<file path="src/rtl/fp16_pkg.sv">
// Shared FP16 constants, flag indices and operand classification for the FP16 x INTn multipliers.
package fp16_pkg;

   localparam int FP_W     = 16;
   localparam int EXP_W    = 5;
   localparam int FRAC_W   = 10;
   localparam int EXP_BIAS = 15;
   localparam int EXP_MAX  = 31;

   localparam logic [FP_W-1:0] QNAN       = 16'h7E00;
   localparam logic [FP_W-1:0] POS_INF    = 16'h7C00;
   localparam logic [FP_W-1:0] MAX_FINITE = 16'h7BFF;

   localparam int FLG_OVF = 0;
   localparam int FLG_INV = 1;

   typedef enum logic [1:0] {ZERO, NORM, INF, NAN} fp_class_t;

   // Subnormals are reported as ZERO: the multiplier flushes them.
   function automatic fp_class_t fp16_class(input logic [FP_W-1:0] a);
      if (a[FP_W-2 -: EXP_W] == EXP_W'(EXP_MAX))
         return (a[FRAC_W-1:0] != '0) ? NAN : INF;
      if (a[FP_W-2 -: EXP_W] == '0)
         return ZERO;
      return NORM;
   endfunction

endpackage

</file>
<file path="src/rtl/fp16_intn_mul_lane.sv">
// One lane of the FP16 x signed INT_W multiplier: unpack, multiply, normalise/round/pack registers.
// FP16_MUL_SAT_EN: when defined, overflow returns +/-MAX_FINITE instead of +/-Inf.
module fp16_intn_mul_lane
   import fp16_pkg::*;
#(
   parameter int INT_W = 4
) (
   input  logic             clk,
   input  logic             rst_n,
   input  logic             ld_s0,
   input  logic             ld_s1,
   input  logic             ld_s2,
   input  logic [FP_W-1:0]  a,
   input  logic [INT_W-1:0] b,
   output logic [FP_W-1:0]  res,
   output logic [1:0]       flags
);

   localparam int PW = 11 + INT_W;
   localparam logic [4:0] TOP = 5'(PW - 1);

   logic              s0_sa, s0_sb;
   logic [EXP_W-1:0]  s0_exp;
   logic [FRAC_W-1:0] s0_frac;
   logic [INT_W-1:0]  s0_abs;
   fp_class_t         s0_cls;

   logic              s1_sign, s1_izero;
   logic [EXP_W-1:0]  s1_exp;
   logic [PW-1:0]     s1_prod;
   fp_class_t         s1_cls;

   logic [4:0]        lead;
   logic [PW-2:0]     norm;
   logic [FRAC_W-1:0] mant;
   logic              guard, sticky;
   logic [FRAC_W:0]   rnd;
   logic [6:0]        exp_sum;
   logic [FP_W-1:0]   res_d;
   logic [1:0]        flg_d;

   // Most negative INT_W value magnitude (2^(INT_W-1)) still fits the unsigned field.
   logic [INT_W-1:0] b_abs;
   assign b_abs = b[INT_W-1] ? INT_W'(-b) : b;

   always_comb begin
      lead = '0;
      for (int i = 0; i < PW; i++)
         if (s1_prod[i]) lead = 5'(i);
      // Left-justify the product; the hidden one falls off the top in the cast.
      norm    = (PW-1)'(s1_prod << (TOP - lead));
      mant    = norm[PW-2 -: FRAC_W];
      guard   = norm[PW-12];
      sticky  = |norm[PW-13:0];
      rnd     = {1'b0, mant} + (FRAC_W+1)'(guard && (sticky || mant[0]));
      exp_sum = 7'(s1_exp) + 7'(lead - 5'd10) + 7'(rnd[FRAC_W]);

      res_d = '0;
      flg_d = '0;
      if (s1_cls == NAN) begin
         res_d = QNAN;
      end else if (s1_cls == INF && s1_izero) begin
         res_d          = QNAN;
         flg_d[FLG_INV] = 1'b1;
      end else if (s1_cls == INF) begin
         res_d = POS_INF | {s1_sign, 15'b0};
      end else if (s1_cls == ZERO || s1_izero) begin
         res_d = {s1_sign, 15'b0};
      end else if (exp_sum >= 7'(EXP_MAX)) begin
         flg_d[FLG_OVF] = 1'b1;
`ifdef FP16_MUL_SAT_EN
         res_d = MAX_FINITE | {s1_sign, 15'b0};
`else
         res_d = POS_INF | {s1_sign, 15'b0};
`endif
      end else begin
         res_d = {s1_sign, exp_sum[EXP_W-1:0], rnd[FRAC_W-1:0]};
      end
   end

   always_ff @(posedge clk or negedge rst_n) begin
      if (!rst_n) begin
         s0_sa    <= 1'b0;
         s0_sb    <= 1'b0;
         s0_exp   <= '0;
         s0_frac  <= '0;
         s0_abs   <= '0;
         s0_cls   <= ZERO;
         s1_sign  <= 1'b0;
         s1_izero <= 1'b0;
         s1_exp   <= '0;
         s1_prod  <= '0;
         s1_cls   <= ZERO;
         res      <= '0;
         flags    <= '0;
      end else begin
         if (ld_s0) begin
            s0_sa   <= a[FP_W-1];
            s0_sb   <= b[INT_W-1];
            s0_exp  <= a[FP_W-2 -: EXP_W];
            s0_frac <= a[FRAC_W-1:0];
            s0_abs  <= b_abs;
            s0_cls  <= fp16_class(a);
         end
         if (ld_s1) begin
            s1_sign  <= s0_sa ^ s0_sb;
            s1_izero <= (s0_abs == '0);
            s1_exp   <= s0_exp;
            s1_prod  <= PW'({1'b1, s0_frac}) * PW'(s0_abs);
            s1_cls   <= s0_cls;
         end
         if (ld_s2) begin
            res   <= res_d;
            flags <= flg_d;
         end
      end
   end

endmodule

</file>
<file path="src/rtl/fp16_intn_mul_vec.sv">
// LANES-wide FP16 x signed INT_W multiplier, 3 register stages behind one shared valid/ready handshake.
// FP16_MUL_SAT_EN: when defined, overflow saturates to +/-MAX_FINITE (flag still set).
module fp16_intn_mul_vec
   import fp16_pkg::*;
#(
   parameter int LANES = 4,
   parameter int INT_W = 4
) (
   input  logic                   clk,
   input  logic                   rst_n,
   input  logic                   in_valid,
   output logic                   in_ready,
   input  logic [FP_W*LANES-1:0]  in_fp16,
   input  logic [INT_W*LANES-1:0] in_int,
   output logic                   out_valid,
   input  logic                   out_ready,
   output logic [FP_W*LANES-1:0]  out_fp16,
   output logic [2*LANES-1:0]     out_flags
);

   logic v0, v1;
   logic rdy0, rdy1, rdy_out;

   // Each stage may accept whenever it is empty or its successor takes its data this cycle.
   assign rdy_out  = !out_valid || out_ready;
   assign rdy1     = !v1 || rdy_out;
   assign rdy0     = !v0 || rdy1;
   assign in_ready = rdy0;

   always_ff @(posedge clk or negedge rst_n) begin
      if (!rst_n) begin
         v0        <= 1'b0;
         v1        <= 1'b0;
         out_valid <= 1'b0;
      end else begin
         if (rdy0)    v0        <= in_valid;
         if (rdy1)    v1        <= v0;
         if (rdy_out) out_valid <= v1;
      end
   end

   for (genvar i = 0; i < LANES; i++) begin : g_lane
      fp16_intn_mul_lane #(
         .INT_W (INT_W)
      ) u_lane (
         .clk   (clk),
         .rst_n (rst_n),
         .ld_s0 (in_valid && rdy0),
         .ld_s1 (v0 && rdy1),
         .ld_s2 (v1 && rdy_out),
         .a     (in_fp16[FP_W*i +: FP_W]),
         .b     (in_int[INT_W*i +: INT_W]),
         .res   (out_fp16[FP_W*i +: FP_W]),
         .flags (out_flags[2*i +: 2])
      );
   end

endmodule

</file>
<file path="config.mk">
export PLATFORM = sky130hd
export DESIGN_NAME = fp16_intn_mul_vec
export DESIGN_NICKNAME = d
export VERILOG_FILES = /design/src/rtl/fp16_pkg.sv /design/src/rtl/fp16_intn_mul_lane.sv /design/src/rtl/fp16_intn_mul_vec.sv
export SDC_FILE = /design/constraint.sdc
export NUM_CORES = 1
export LEC_CHECK = 0
export CAP_MARGIN = 20
export CELL_PAD_IN_SITES_DETAIL_PLACEMENT = 1
export CELL_PAD_IN_SITES_GLOBAL_PLACEMENT = 2
export CORE_ASPECT_RATIO = 0.6
export CORE_MARGIN = 8
export CORE_UTILIZATION = 38
export CTS_BUF_LIST = sky130_fd_sc_hd__clkbuf_16
export DETAILED_ROUTE_END_ITERATION = 7
export GPL_TIMING_DRIVEN = 0
export PLACE_DENSITY = 0.78
export SETUP_SLACK_MARGIN = 0.5
export SLEW_MARGIN = 20
export SYNTH_ARGS = -nofsm -noshare
export SYNTH_HDL_FRONTEND = slang
export SYNTH_SLANG_ARGS = --single-unit
</file>
<file path="constraint.sdc">
create_clock -name clk -period 6.8 [get_ports clk]
set_clock_uncertainty 0.1 [all_clocks]
set_input_delay 1.36 -clock clk [delete_from_list [all_inputs] [get_ports clk]]
set_output_delay 1.36 -clock clk [all_outputs]
set_load 0.03 [all_outputs]
</file>
# == Word-level counts from Yosys, hierarchy flattened ==
# Index checks and enable logic that the tools add are counted.
# op_classes
n_addsub,24
mul,4
n_lt_le_gt_ge,4
eq_ne,12
n_shift,4
n_mux,144
n_bitwise,4
n_reduce_logical,45
# ops
op,count
$mux W5,52
$mux W15,12
$mux W16,8
$mul A11 B4 Y15,4
$shl A15 B5 Y14,4
$mux W1,48
$add A10 B1 Y11,4
$mux W2,20
$reduce_bool A10 Y1,4
$add A5 B7 Y7,4
$add A7 B1 Y7,4
$ge A7 B5 Y1 const B,4
$sub A5 B4 Y6 const B,4
$eq A5 B5 Y1 const B,4
$logic_not A5 Y1,4
$sub A4 B5 Y5 const A,4
$eq A2 B2 Y1 const B,8
$logic_not A4 Y1,4
$mux W4,4
$neg A4 Y4,4
$reduce_or A3 Y1,4
$logic_and A1 B1 Y1,11
$logic_or A1 B1 Y1,11
$logic_not A2 Y1,4
2 further kinds,7
# totals
reg_bits,263
input_bits,84
out_inout_bits,74
word_cells,296

# == Logic depth before layout (Yosys ltp) ==
# logic_depth
word_depth,27
depth_mapped,26

# == By module ==
# From an unflattened synthesis, not the netlist that was laid out.
# hier_totals
cells_unflattened,2247
hier_area_um2,21018.9
# by_module_without_submodules
module,n_inst,cells_per_inst,area_per_inst_um2,seq_area_each_um2
fp16_intn_mul_lane at g_lane[0].u_lane,1,592,5378.9,1626.6
fp16_intn_mul_lane at g_lane[1].u_lane,1,559,5247.5,1626.6
fp16_intn_mul_lane at g_lane[2].u_lane,1,542,5121.2,1626.6
fp16_intn_mul_lane at g_lane[3].u_lane,1,542,5117.4,1626.6
fp16_intn_mul_vec,1,12,153.9,75.1

# == Worst setup path before layout ==
# OpenSTA, ideal clock, no wires.
# synth_timing
path_type,reg-to-reg
from,register g_lane[0].u_lane.s1_prod[4]
to,register g_lane[0].u_lane.res[0]
arrival_ns,5.130
setup_slack_ns,1.449
path_stages_with_launch,24
n_path_buf,2
period_less_slack_ns,5.351
cell_sequence,dfrtp_1 > clkbuf_1 > a221o_1 > a211oi_4 > nor3_1 > a221oi_1 > nand2_1 > a31oi_1 > nor2_1 > ha_1 > and3_1 > nand4_1 > nor3_1 > fa_1 > ha_1 > and2_1 > maj3_1 > nand4_1 > nand3b_1 > a21oi_1 > a31oi_1 > and3_1 > buf_2 > a32o_1
# synth_via
elab_chain_len,24
# synth_rtl
item,line_no,source
from (decl),fp16_intn_mul_lane.sv:30,logic [PW-1:0] s1_prod;
from (signal assigned),fp16_intn_mul_lane.sv:109,"s1_prod <= PW'({1'b1, s0_frac}) * PW'(s0_abs);"
$mux W5 (11 in a row),fp16_intn_mul_lane.sv:49,if (s1_prod[i]) lead = 5'(i);
$sub A4 B5 Y5,fp16_intn_mul_lane.sv:51,norm = (PW-1)'(s1_prod << (TOP - lead));
$shl A15 B5 Y14,fp16_intn_mul_lane.sv:51,
$reduce_or A3 Y1,fp16_intn_mul_lane.sv:54,sticky = |norm[PW-13:0];
$logic_or A1 B1 Y1,fp16_intn_mul_lane.sv:55,"rnd = {1'b0, mant} + (FRAC_W+1)'(guard && (sticky || mant[0]));"
$logic_and A1 B1 Y1,fp16_intn_mul_lane.sv:55,
$add A10 B1 Y11,fp16_intn_mul_lane.sv:55,
$add A7 B1 Y7,fp16_intn_mul_lane.sv:56,exp_sum = 7'(s1_exp) + 7'(lead - 5'd10) + 7'(rnd[FRAC_W]);
$ge A7 B5 Y1,fp16_intn_mul_lane.sv:69,end else if (exp_sum >= 7'(EXP_MAX)) begin
$mux W15 *,fp16_intn_mul_lane.sv:69,
$mux W15 *,fp16_intn_mul_lane.sv:67,end else if (s1_cls == ZERO || s1_izero) begin
$mux W15 *,fp16_intn_mul_lane.sv:65,end else if (s1_cls == INF) begin
$mux W16 *,fp16_intn_mul_lane.sv:62,end else if (s1_cls == INF && s1_izero) begin
$mux W16 *,fp16_intn_mul_lane.sv:60,if (s1_cls == NAN) begin
to (signal assigned),fp16_intn_mul_lane.sv:113,res <= res_d;
to (decl),fp16_intn_mul_lane.sv:15,"output logic [FP_W-1:0] res,"
# Every way passes the cells marked *; elsewhere a longest branch is shown, timed or not.
# A chain may end at the register's enable or synchronous reset.

# == Final worst setup path ==
# layout_timing
from,register g_lane[0].u_lane.s1_prod[9]
to,register g_lane[0].u_lane.res[0]
# layout_via
elab_chain_len,19
# layout_rtl
item,line_no
$mux W5 (6 in a row),fp16_intn_mul_lane.sv:49
$sub A4 B5 Y5,fp16_intn_mul_lane.sv:51
$shl A15 B5 Y14,fp16_intn_mul_lane.sv:51
$reduce_or A3 Y1,fp16_intn_mul_lane.sv:54
$logic_or A1 B1 Y1,fp16_intn_mul_lane.sv:55
$logic_and A1 B1 Y1,fp16_intn_mul_lane.sv:55
$add A10 B1 Y11,fp16_intn_mul_lane.sv:55
$add A7 B1 Y7,fp16_intn_mul_lane.sv:56
$ge A7 B5 Y1,fp16_intn_mul_lane.sv:69
$mux W15 *,fp16_intn_mul_lane.sv:69
$mux W15 *,fp16_intn_mul_lane.sv:67
$mux W15 *,fp16_intn_mul_lane.sv:65
$mux W16 *,fp16_intn_mul_lane.sv:62
$mux W16 *,fp16_intn_mul_lane.sv:60
# Marked as above.

==> results_dict.tcl <==
set metrics [dict create \
    viasPerCell 5.602 \
    grt_first_pass_wirelength_um 107700 \
    multiInputGateArea_mm2 0.01271 \
    clk_latency_ns 0.59 \
    numCtsBuffers 30 \
    fillerInstances 6042 \
    firstDrtPassIters 6 \
    cp_data_required_time_ns 7.17 \
    worstSetupEndpointType "register" \
    path_clk_slew_ns 0.06 \
    grt_start_max_net_pins 95 \
    yosys.area.top_type "dfrtp_1" \
    cp.arrival_ns 6.46 \
    grt_pass1_vias 17810 \
    wl_um 68540 \
    setup.worst_path.end "g_lane[0].u_lane.res[0]$_DFFE_PN0P_" \
    setup_ws_ns 0.7183 \
    yosysSeqAreaShare_pct 32.61 \
    htreeDepth 1 \
    grt.total_usage_pct 21.85 \
    dp_hpwl_um 54340 \
    area_delta_synth_final_pct 18.58 \
    layout_common_cells "315 x nand2_1, 263 x dfrtp_1, 176 x o21ai_0" \
    setup_tns_ns 0 \
    die-area_mm2 0.06099 \
    fin_cells 3123 \
    worstSetupStartpoint "g_lane[0].u_lane.s1_prod[9]$_DFFE_PN0P_" \
    cts_tree "yes" \
    synthesis.nets 2463 \
    final_nets 2659 \
    powerDensity_mw_per_mm2 556.5 \
    ir_drop_mv 0.2983 \
    vias 17500 \
    die_y_um 194.5 \
    synth-seq-cells 263 \
    ys_async_sr_fraction_pct 100.0 \
    clockBufferDepth 3 \
    p_total_mw 13.32 \
    fin_crit_ns 6.082 \
    drv_cap 0 \
    path_max_fanout 10 \
    regArea_mm2 0.006581 \
    port_buffers 157 \
    core_area_mm2 0.05254 \
    yosys_most_used_dff "dfrtp_1" \
    fmax_ghz 0.1644 \
    tightest_slew_ns 1.067 \
    drt_iter0_drc 1118 \
    setup_viol 0 \
    fp.dieW_um 313.5 \
    holdWs_ns 0.3693 \
    final_common_cell "nand2_1" \
    gp_congestion 0.8780 \
    slew_viol_final 0 \
    fin_crit_sh_pct 89.44 \
    r2r_end "g_lane[0].u_lane.res[0]$_DFFE_PN0P_" \
    synthCells 2199 \
    placed_cells 3061 \
    yosysUniqueCellTypes 105 \
    post_dp_cell_area_mm2 0.02270 \
    ios 158 \
    wl_per_cell_um 21.95 \
    ant_nets 0 \
    synth_top_area_share_pct 32.61 \
    row_count 65 \
    final_util_pct 45.56 \
    cts-root-buf "clkbuf_16" \
    finalHoldViolCount 0 \
    synth_edf_count 0 \
    syn_area_per_cell_um2 9.179 \
    holdCritPathClass "register to register" \
    start_kind "register" \
    drc 0 \
    slew_headroom_pct 28.86 \
    start_util_pct 38.42 \
    gr-total-overflow 0 \
    layout-drive-gt1-share_pct 11.58 \
    synth_area_mm2 0.02018 \
    r2r_start "g_lane[0].u_lane.s1_prod[9]$_DFFE_PN0P_" \
    synth_area_leaders "dfrtp_1 33%, fa_1 7.5%, mux2_2 6.7%" \
    ys_warn_count 0 \
    pre_cts_ws_ns 0.2938 \
    regToRegSetupSlack_ns 0.72 \
    power_leakage_nw 10.64 \
    worstSetupPathType "register to register" \
    design_area_mm2 0.02393 \
    grt_setup_unrepaired "yes" \
    ff2ff_path_depth 24 \
    status "finished clean" \
    clkSinkCount 263 \
    antenna_found_initial 0 \
]
-- synthesized netlist by cell type, drive strengths merged (8+ instances only) --
cell    instances
a211oi         19
a21o           31
a21oi          79
a22o           19
a31oi          17
and2           71
and3           18
buf            35
clkbuf         76
dfrtp         263
fa             76
ha            104
inv           134
mux2          121
mux2i          64
nand2         316
nand2b         19
nand3          31
nand4b          8
nor2          138
nor2b          25
nor3           35
nor4           15
o211ai         10
o21a           10
o21ai         186
o21bai         12
o31ai           8
or2            10
or4            15
xnor2          58
xor2           42
-- registers in the layout, indices dropped and copies added (netlist names), 8 cells and up --
| register | cells |
|---|---|
| g_lane.u_lane.s0_exp | 20 |
| g_lane.u_lane.s1_cls | 8 |
| g_lane.u_lane.flags | 8 |
| g_lane.u_lane.s0_cls | 8 |
| g_lane.u_lane.s1_exp | 20 |
| g_lane.u_lane.res | 64 |
| g_lane.u_lane.s0_abs | 16 |
| g_lane.u_lane.s0_frac | 40 |
| g_lane.u_lane.s1_prod | 60 |
-- metal layers --
metal	track usage (%)	share of wire (%)
met1	34.75	52
met2	30.80	40
met3	3.836	6.0
met4	3.242	1.4
met5	0	0
-- what timing repair did --
action | 4_1_cts | 5_1_grt
cloned | 0 | 0
gates resized for setup | 4 | 31
buffers inserted | 0 | 5
endpoints found under the setup margin | 9 | 30
hold buffers | 0 | 0
hold endpoints to repair | 0 | 0
pin swaps | 0 | 2
-- layout make-up --
class,instances,area share (%)
diodes,1,0.01046
plain buffers,111,2.102
clock buffers,31,3.241
clock inverters,25,1.187
inverters,135,2.138
multi-input cells,1690,53.12
flip-flops and latches,263,27.50
well taps,703,3.675
repair buffers,164,7.026
-- cell families after synthesis --
kind of cell	count (synthesis)	synth area share, %
adders and majority gates	183	14.13
AOI/OAI and AO/OA	487	16.49
buffers and inverters	246	4.990
muxes	186	10.05
xor gates and xnor gates	100	4.376
and+or+nand+nor	734	17.35
DFF	263	32.61
-- worst min-delay path by stage --
stage / from / to / slack, ns / cells past startpoint
after global placement: g_lane[2].u_lane.res[15]$_DFFE_PN0P_ / g_lane[2].u_lane.res[15]$_DFFE_PN0P_ / 0.35 / 2
after detailed placement: g_lane[2].u_lane.res[15]$_DFFE_PN0P_ / g_lane[2].u_lane.res[15]$_DFFE_PN0P_ / 0.36 / 2
after CTS: g_lane[2].u_lane.res[15]$_DFFE_PN0P_ / g_lane[2].u_lane.res[15]$_DFFE_PN0P_ / 0.37 / 2
after global routing: g_lane[2].u_lane.res[15]$_DFFE_PN0P_ / g_lane[2].u_lane.res[15]$_DFFE_PN0P_ / 0.39 / 2
final: g_lane[3].u_lane.res[11]$_DFFE_PN0P_ / g_lane[3].u_lane.res[11]$_DFFE_PN0P_ / 0.37 / 2
after floorplan: g_lane[0].u_lane.s0_cls[0]$_DFFE_PN0P_ / g_lane[0].u_lane.s0_cls[0]$_DFFE_PN0P_ / 0.35 / 2
-- worst max-delay path, stage by stage, from the launching register on --
cell	delay, ns
dfrtp_1	0.35
buf_2	0.17
or2_1	0.29
a21oi_2	0.31
nand2_1	0.25
mux2_2	0.36
nor2_1	0.37
o21ai_1	0.22
a31oi_2	0.30
nor2_1	0.07
ha_1	0.22
and3_1	0.19
nand4_1	0.20
nor3_4	0.10
fa_1	0.45
ha_1	0.24
and2_1	0.16
maj3_1	0.36
nand4_1	0.10
nand3b_1	0.10
a21oi_2	0.28
a31oi_2	0.12
and3_1	0.21
buf_2	0.18
a32o_1	0.26
-- report_power, final --
part	internal (mW)	total (mW)	switching (mW)
Sequential	1.98	2.45	0.462
Clock	1.06	1.81	0.752
Combinational	3.57	9.07	5.50
No activity file was read; power rests on OpenSTA's default activity.
